$ cat src/rtl/core_rvfi_rob.sv
// RVFI retirement buffer: groups of up to NRET retirements held in
// program order until late rd/load data arrives, then put on rvfi_*.
// Ports: g_clk/g_reset, n_* retirement lanes and late fill, rvfi_*
// trace bus, full, sticky err_ovf/err_fill.
module core_rvfi_rob #(
  parameter int NRET       = 1,
  parameter int XLEN       = 32,
  parameter int ILEN       = 32,
  parameter int DEPTH      = 4,
  parameter int SKIP_FIRST = 1
) (
  input  logic                   g_clk,
  input  logic                   g_reset,
  input  logic [NRET-1:0]        n_valid,
  input  logic [NRET*ILEN-1:0]   n_insn,
  input  logic [NRET-1:0]        n_intr,
  input  logic [NRET-1:0]        n_trap,
  input  logic [NRET*5-1:0]      n_rs1_addr,
  input  logic [NRET*5-1:0]      n_rs2_addr,
  input  logic [NRET*XLEN-1:0]   n_rs1_rdata,
  input  logic [NRET*XLEN-1:0]   n_rs2_rdata,
  input  logic [NRET*5-1:0]      n_rd_addr,
  input  logic [NRET*XLEN-1:0]   n_rd_wdata,
  input  logic [NRET-1:0]        n_late,
  input  logic [NRET*XLEN-1:0]   n_pc_rdata,
  input  logic [NRET*XLEN-1:0]   n_pc_wdata,
  input  logic [NRET*XLEN-1:0]   n_mem_addr,
  input  logic [NRET*XLEN-1:0]   n_mem_wdata,
  input  logic [NRET*XLEN/8-1:0] n_mem_rmask,
  input  logic [NRET*XLEN/8-1:0] n_mem_wmask,
  input  logic [NRET*XLEN-1:0]   n_mem_rdata,
  input  logic                   n_fill_valid,
  input  logic [XLEN-1:0]        n_fill_rd_wdata,
  input  logic [XLEN-1:0]        n_fill_mem_rdata,
  output logic [NRET-1:0]        rvfi_valid,
  output logic [NRET*64-1:0]     rvfi_order,
  output logic [NRET*ILEN-1:0]   rvfi_insn,
  output logic [NRET-1:0]        rvfi_trap,
  output logic [NRET-1:0]        rvfi_intr,
  output logic [NRET*5-1:0]      rvfi_rs1_addr,
  output logic [NRET*5-1:0]      rvfi_rs2_addr,
  output logic [NRET*XLEN-1:0]   rvfi_rs1_rdata,
  output logic [NRET*XLEN-1:0]   rvfi_rs2_rdata,
  output logic [NRET*5-1:0]      rvfi_rd_addr,
  output logic [NRET*XLEN-1:0]   rvfi_rd_wdata,
  output logic [NRET*XLEN-1:0]   rvfi_pc_rdata,
  output logic [NRET*XLEN-1:0]   rvfi_pc_wdata,
  output logic [NRET*XLEN-1:0]   rvfi_mem_addr,
  output logic [NRET*XLEN/8-1:0] rvfi_mem_rmask,
  output logic [NRET*XLEN/8-1:0] rvfi_mem_wmask,
  output logic [NRET*XLEN-1:0]   rvfi_mem_rdata,
  output logic [NRET*XLEN-1:0]   rvfi_mem_wdata,
  output logic                   full,
  output logic                   err_ovf,
  output logic                   err_fill
);

  localparam int AW = $clog2(DEPTH);
  localparam int PW = AW + 1;
  localparam int MW = XLEN / 8;

  typedef struct packed {
    logic [NRET*ILEN-1:0] insn;
    logic [NRET-1:0]      trap;
    logic [NRET-1:0]      intr;
    logic [NRET*5-1:0]    rs1_addr;
    logic [NRET*5-1:0]    rs2_addr;
    logic [NRET*5-1:0]    rd_addr;
    logic [NRET*XLEN-1:0] rs1_rdata;
    logic [NRET*XLEN-1:0] rs2_rdata;
    logic [NRET*XLEN-1:0] rd_wdata;
    logic [NRET*XLEN-1:0] pc_rdata;
    logic [NRET*XLEN-1:0] pc_wdata;
    logic [NRET*XLEN-1:0] mem_addr;
    logic [NRET*XLEN-1:0] mem_wdata;
    logic [NRET*XLEN-1:0] mem_rdata;
    logic [NRET*MW-1:0]   mem_rmask;
    logic [NRET*MW-1:0]   mem_wmask;
  } rec_t;

  // late != 0 means the group is still waiting for fill data
  typedef struct packed {
    logic [NRET-1:0] valid;
    logic [NRET-1:0] late;
    rec_t            r;
  } grp_t;

  function automatic grp_t fill_grp(grp_t g,
                                    logic [XLEN-1:0] rd,
                                    logic [XLEN-1:0] mr);
    grp_t f;
    f = g;
    for (int l = 0; l < NRET; l++) begin
      if (g.late[l]) begin
        f.r.rd_wdata[l*XLEN +: XLEN]  = rd;
        f.r.mem_rdata[l*XLEN +: XLEN] = mr;
      end
    end
    f.late = '0;
    return f;
  endfunction

  grp_t               mem_q [DEPTH];
  logic [PW-1:0]      wr_q, rd_q;
  logic               first_q;
  logic [63:0]        base_q;
  logic               ovf_q, efill_q;
  logic [NRET-1:0]    oval_q;
  logic [NRET*64-1:0] oord_q;
  rec_t               out_q;

  grp_t               in_g, in_f, head, emit_g;
  rec_t               emit_r;
  logic [PW-1:0]      cnt;
  logic [AW-1:0]      toff;
  logic [NRET-1:0]    hi;
  logic [63:0]        pcnt;
  logic [NRET*64-1:0] ord_d;
  logic               grp_any, acc, late_bad, found;
  logic               fill_st, fill_in, fill_err;
  logic               pop_st, byp, emit, push, drop;

  assign cnt  = wr_q - rd_q;
  assign full = (cnt == PW'(DEPTH));

  always_comb begin
    in_g             = '0;
    in_g.valid       = n_valid;
    in_g.late        = n_late & n_valid;
    in_g.r.insn      = n_insn;
    in_g.r.trap      = n_trap;
    in_g.r.intr      = n_intr;
    in_g.r.rs1_addr  = n_rs1_addr;
    in_g.r.rs2_addr  = n_rs2_addr;
    in_g.r.rd_addr   = n_rd_addr;
    in_g.r.rs1_rdata = n_rs1_rdata;
    in_g.r.rs2_rdata = n_rs2_rdata;
    in_g.r.rd_wdata  = n_rd_wdata;
    in_g.r.pc_rdata  = n_pc_rdata;
    in_g.r.pc_wdata  = n_pc_wdata;
    in_g.r.mem_addr  = n_mem_addr;
    in_g.r.mem_wdata = n_mem_wdata;
    in_g.r.mem_rdata = n_mem_rdata;
    in_g.r.mem_rmask = n_mem_rmask;
    in_g.r.mem_wmask = n_mem_wmask;
  end

  always_comb begin
    grp_any = |n_valid;
    acc     = grp_any && !((SKIP_FIRST != 0) && !first_q);
    hi      = '0;
    for (int l = 0; l < NRET; l++) begin
      if (n_valid[l]) begin
        hi    = '0;
        hi[l] = 1'b1;
      end
    end
    // only the highest valid lane may carry late data
    late_bad = acc && (n_late != '0) && (n_late != hi);

    found = 1'b0;
    toff  = '0;
    for (int k = 0; k < DEPTH; k++) begin
      if (!found && (PW'(k) < cnt) &&
          (mem_q[rd_q[AW-1:0] + AW'(k)].late != '0)) begin
        found = 1'b1;
        toff  = AW'(k);
      end
    end
    // with nothing stored waiting, an arriving late group takes the fill
    fill_st  = n_fill_valid && found;
    fill_in  = n_fill_valid && !found && acc && (in_g.late != '0);
    fill_err = n_fill_valid && !fill_st && !fill_in;

    in_f = fill_in ? fill_grp(in_g, n_fill_rd_wdata, n_fill_mem_rdata)
                   : in_g;
    head = mem_q[rd_q[AW-1:0]];
    if (fill_st && (toff == '0))
      head = fill_grp(head, n_fill_rd_wdata, n_fill_mem_rdata);

    pop_st = (cnt != '0) && (head.late == '0);
    byp    = (cnt == '0) && acc && (in_f.late == '0);
    emit   = pop_st || byp;
    emit_g = pop_st ? head : in_f;
    push   = acc && !byp && (!full || pop_st);
    drop   = acc && !byp && full && !pop_st;

    emit_r = emit_g.r;
    pcnt   = '0;
    ord_d  = '0;
    for (int l = 0; l < NRET; l++) begin
      if (emit_g.r.rd_addr[l*5 +: 5] == 5'd0)
        emit_r.rd_wdata[l*XLEN +: XLEN] = '0;
      pcnt = pcnt + 64'(emit_g.valid[l]);
      ord_d[l*64 +: 64] = base_q + 64'(l);
    end
  end

  always_ff @(posedge g_clk or posedge g_reset) begin
    if (g_reset) begin
      wr_q    <= '0;
      rd_q    <= '0;
      first_q <= 1'b0;
      base_q  <= '0;
      ovf_q   <= 1'b0;
      efill_q <= 1'b0;
      oval_q  <= '0;
      oord_q  <= '0;
      out_q   <= '0;
    end else begin
      first_q <= first_q | grp_any;
      if (push)
        wr_q <= wr_q + 1'b1;
      if (pop_st)
        rd_q <= rd_q + 1'b1;
      ovf_q   <= ovf_q | drop;
      efill_q <= efill_q | fill_err | late_bad;
      oval_q  <= emit ? emit_g.valid : '0;
      if (emit) begin
        out_q  <= emit_r;
        oord_q <= ord_d;
        base_q <= base_q + pcnt;
      end
    end
  end

  // push after fill so a full-buffer push into the popped head slot wins
  always_ff @(posedge g_clk) begin
    if (fill_st)
      mem_q[rd_q[AW-1:0] + toff] <=
        fill_grp(mem_q[rd_q[AW-1:0] + toff],
                 n_fill_rd_wdata, n_fill_mem_rdata);
    if (push)
      mem_q[wr_q[AW-1:0]] <= in_f;
  end

  assign err_ovf        = ovf_q;
  assign err_fill       = efill_q;
  assign rvfi_valid     = oval_q;
  assign rvfi_order     = oord_q;
  assign rvfi_insn      = out_q.insn;
  assign rvfi_trap      = out_q.trap;
  assign rvfi_intr      = out_q.intr;
  assign rvfi_rs1_addr  = out_q.rs1_addr;
  assign rvfi_rs2_addr  = out_q.rs2_addr;
  assign rvfi_rs1_rdata = out_q.rs1_rdata;
  assign rvfi_rs2_rdata = out_q.rs2_rdata;
  assign rvfi_rd_addr   = out_q.rd_addr;
  assign rvfi_rd_wdata  = out_q.rd_wdata;
  assign rvfi_pc_rdata  = out_q.pc_rdata;
  assign rvfi_pc_wdata  = out_q.pc_wdata;
  assign rvfi_mem_addr  = out_q.mem_addr;
  assign rvfi_mem_rmask = out_q.mem_rmask;
  assign rvfi_mem_wmask = out_q.mem_wmask;
  assign rvfi_mem_rdata = out_q.mem_rdata;
  assign rvfi_mem_wdata = out_q.mem_wdata;

endmodule

$ cat config.mk
export PLATFORM = sky130hd
export DESIGN_NAME = core_rvfi_rob
export DESIGN_NICKNAME = d
export VERILOG_FILES = /design/src/rtl/core_rvfi_rob.sv
export SDC_FILE = /design/constraint.sdc
export NUM_CORES = 2
export LEC_CHECK = 0
export CAP_MARGIN = 15
export CORE_ASPECT_RATIO = 1.5
export CORE_UTILIZATION = 48
export CTS_BUF_LIST = sky130_fd_sc_hd__clkbuf_16
export CTS_CLUSTER_SIZE = 24
export DETAILED_ROUTE_END_ITERATION = 7
export PLACE_DENSITY = 0.82
export SLEW_MARGIN = 15
export SYNTH_ARGS = -nofsm -noshare
export SYNTH_HDL_FRONTEND = slang
export SYNTH_SLANG_ARGS = --single-unit
$ cat constraint.sdc
create_clock -name g_clk -period 29.3 [get_ports g_clk]
set_input_delay 4.395 -clock g_clk [delete_from_list [all_inputs] [get_ports g_clk]]
set_output_delay 4.395 -clock g_clk [all_outputs]
set_load 0.005 [all_outputs]
==> results.yml <==
sta:
  min_period_over_period: 0.318
  post-route-min-period_ns: 9.31
  grt_setup_unrepaired: "false"
  hold_viol: 0
  fin_tns_setup_ns: 0
  relSlewSlack: 0.0527
  slew_violations: 0
  setup_viol: 0
  fin_worst_skew_ns: 0.0630
  tightest_slew_ns: 1.42
  max_freq_ghz: 0.107
floorplanning:
  die_h_um: 556
  ios: 763
  die_w_um: 371
  die_area_mm2: 0.206
  initial_core_util: 0.484
  core_mm2: 0.202
  num_rows: 202
yosys:
  synth_area_leader_cell: "edfxtp_1"
  ys_ff_latch: 1711
  synthTopCellsByCount: "nand2_1, edfxtp_1, nor2_1"
  synth_top_area_share: 0.386
  synth_edf_count: 1260
  synth_area_mm2: 0.0980
  synth_nets: 9461
  syn_area_per_cell_um2: 10.8
  ys_seq_area_frac: 0.501
  synth_area_leaders: "edfxtp_1, mux4_2, nand2_1, dfrtp_1, mux2i_1"
  yosysMostFrequentCell: "nand2_1"
  async_flop_share: 0.264
  synth_cell_types: 52
  yosys_most_used_dff: "edfxtp_1"
  synthCells: 9068
  yosysWarnings: 0
cts:
  cts_buffers: 173
  path_clk_slew_ns: 0.06
  numClockSinks: 1711
  post_cts_resize_count: 0
  postCtsHoldBufs: 0
  cts_root_buffer: "clkbuf_16"
  cts_tree: "done"
  htreeDepth: 4
  cts.path.max_buffers: 4
  clock_latency_ns: 0.83
  postCtsSetupBuffers: 0
critical_path:
  worstSetupEndpointType: "register"
  crit_path_max_fanout: 81
  start_kind: "primary input"
  critPathKind: "primary input to register"
  crit_arrival_ns: 9.96
  crit_required_ns: 29.95
global_route:
  grt_pass1_wl_um: 465000
  grtUsageTotal: 0.292
  first_global_vias: 80518
  antenna_found_initial: 60
  grt_overflow: 0
  grt_max_degree: 257
routing:
  drtPass1Iterations: 8
  drc: 0
  vias_per_cell: 6.43
  num_vias: 78020
  wl_per_cell_um: 25.4
  totalWireLength_um: 308000
  dr.first_iter.drc_count: 10160
  ant_nets: 0
finish:
  multi_input_area_mm2: 0.0453
  regArea_mm2: 0.0491
  syn2layout_area_growth_pct: 14.2
  final_util: 0.553
  final_area_mm2: 0.112
  drive_above_1_share: 0.133
  fillers: 15981
  fin_cells: 12130
  nets: 9697
outcome:
  status: "completed"
place:
  hpwl_um: 174000
  postPlaceCellArea_mm2: 0.107
  portBuffers: 762
  dp_cells: 11781
  gp_congestion: 0.819
hold_path:
  hold_path_class: "register to register"
run:
  cap_violations: 0
## routing by layer
layer | vias up | wire length (um) | GRT usage
li1 | 32938 | - | -
met4 | 52 | 14600 | 0.150
met2 | 5815 | 147000 | 0.476
met3 | 1132 | 41600 | 0.0789
met5 | - | 361 | 0
met1 | 38083 | 104000 | 0.354
## area by class of cell
cell class | count | share of cell area
diodes | 37 | 0.000827
clock buffers | 177 | 0.0396
clock inverters | 135 | 0.00823
inverters | 14 | 0.000536
multi-input cells | 6530 | 0.405
flip-flops and latches | 1711 | 0.439
well taps | 2652 | 0.0296
repair buffers | 874 | 0.0775
## worst max-delay path, stage by stage
cell and delay, ns:
clkdlybuf4s50_1 0.68, inv_1 0.13, a21oi_1 0.31, nor2_1 0.10, nor2_1 0.38, and2_4 0.72
buf_4 0.87, buf_4 0.85, buf_4 1.02, nand2_1 0.16, nand2_1 0.11
## stage by stage
step                hold slack, ns  setup WS (ns)
finish                       0.474          19.99
global route                 0.500          19.97
CTS                          0.475          20.26
detailed placement           0.461          19.41
global placement             0.455          19.52
floorplan                    0.438          0.282
## sequential cells by signal, indices dropped and copies added, names as in the netlist, 3 cells and up
name and flops:
rvfi_insn 32, rvfi_mem_rdata 32, rvfi_mem_addr 32, rvfi_mem_wdata 32, rvfi_mem_wmask 4, base_q 64, rvfi_rs2_addr 5, rvfi_pc_rdata 32
rvfi_rd_addr 5, rvfi_order 64, wr_q 3, rd_q 3, rvfi_pc_wdata 32, mem_q 1260, rvfi_rs1_addr 5, rvfi_mem_rmask 4
rvfi_rs2_rdata 32, rvfi_rd_wdata 32, rvfi_rs1_rdata 32
## placed cells by master, fill, tap and decap left out, types with 43 or more instances in the layout
cell type | netlist | layout
dfrtp_1 | 451 | 449
o41ai_2 | 176 | 176
buf_4 | 19 | 95
o22ai_1 | 64 | 64
xnor2_1 | 43 | 43
a211oi_1 | 256 | 256
clkdlybuf4s50_1 | 0 | 762
inv_1 | 14 | 59
o21ai_0 | 266 | 264
mux2i_1 | 505 | 505
nand2_1 | 3351 | 3349
nor2_1 | 852 | 850
o41ai_1 | 80 | 80
mux4_2 | 632 | 632
mux2_2 | 62 | 62
clkbuf_16 | 0 | 177
o31ai_1 | 66 | 64
edfxtp_1 | 1260 | 1260
## worst paths after layout
| check | start | to | slack, ns | cells past startpoint |
|---|---|---|---|---|
| max | n_fill_valid | mem_q[3][128] | 19.99 | 11 |
| min | base_q[63] | base_q[63] | 0.47 | 1 |
| max reg2reg | rd_q[0] | mem_q[3][184] | 21.67 | 14 |
| min reg2reg | base_q[63] | base_q[63] | 0.47 | 1 |
| max in group asynchronous | g_reset | rvfi_rs1_addr[3] | 22.25 | 5 |
| min in group asynchronous | g_reset | rvfi_mem_wdata[11] | 4.20 | 2 |
## cells by family (layout without fill, tap and decap cells)
| family | Yosys count | after routing | share of synthesized area |
|---|---|---|---|
| XOR/XNOR | 71 | 71 | 0.00664 |
| other | 0 | 37 | 0 |
| AND/OR/NAND/NOR | 4316 | 4316 | 0.168 |
| multiplexers | 1199 | 1199 | 0.204 |
| AO/OA/AOI/OAI | 933 | 933 | 0.0805 |
| flip-flops | 1711 | 1711 | 0.501 |
| buffers and inverters | 827 | 1200 | 0.0383 |
| adder cells (fa/ha/maj) | 11 | 11 | 0.00148 |
Power is left out: the tool's default activity adds up to more than one toggle a clock period on the data nets, which glitch-free logic cannot reach.
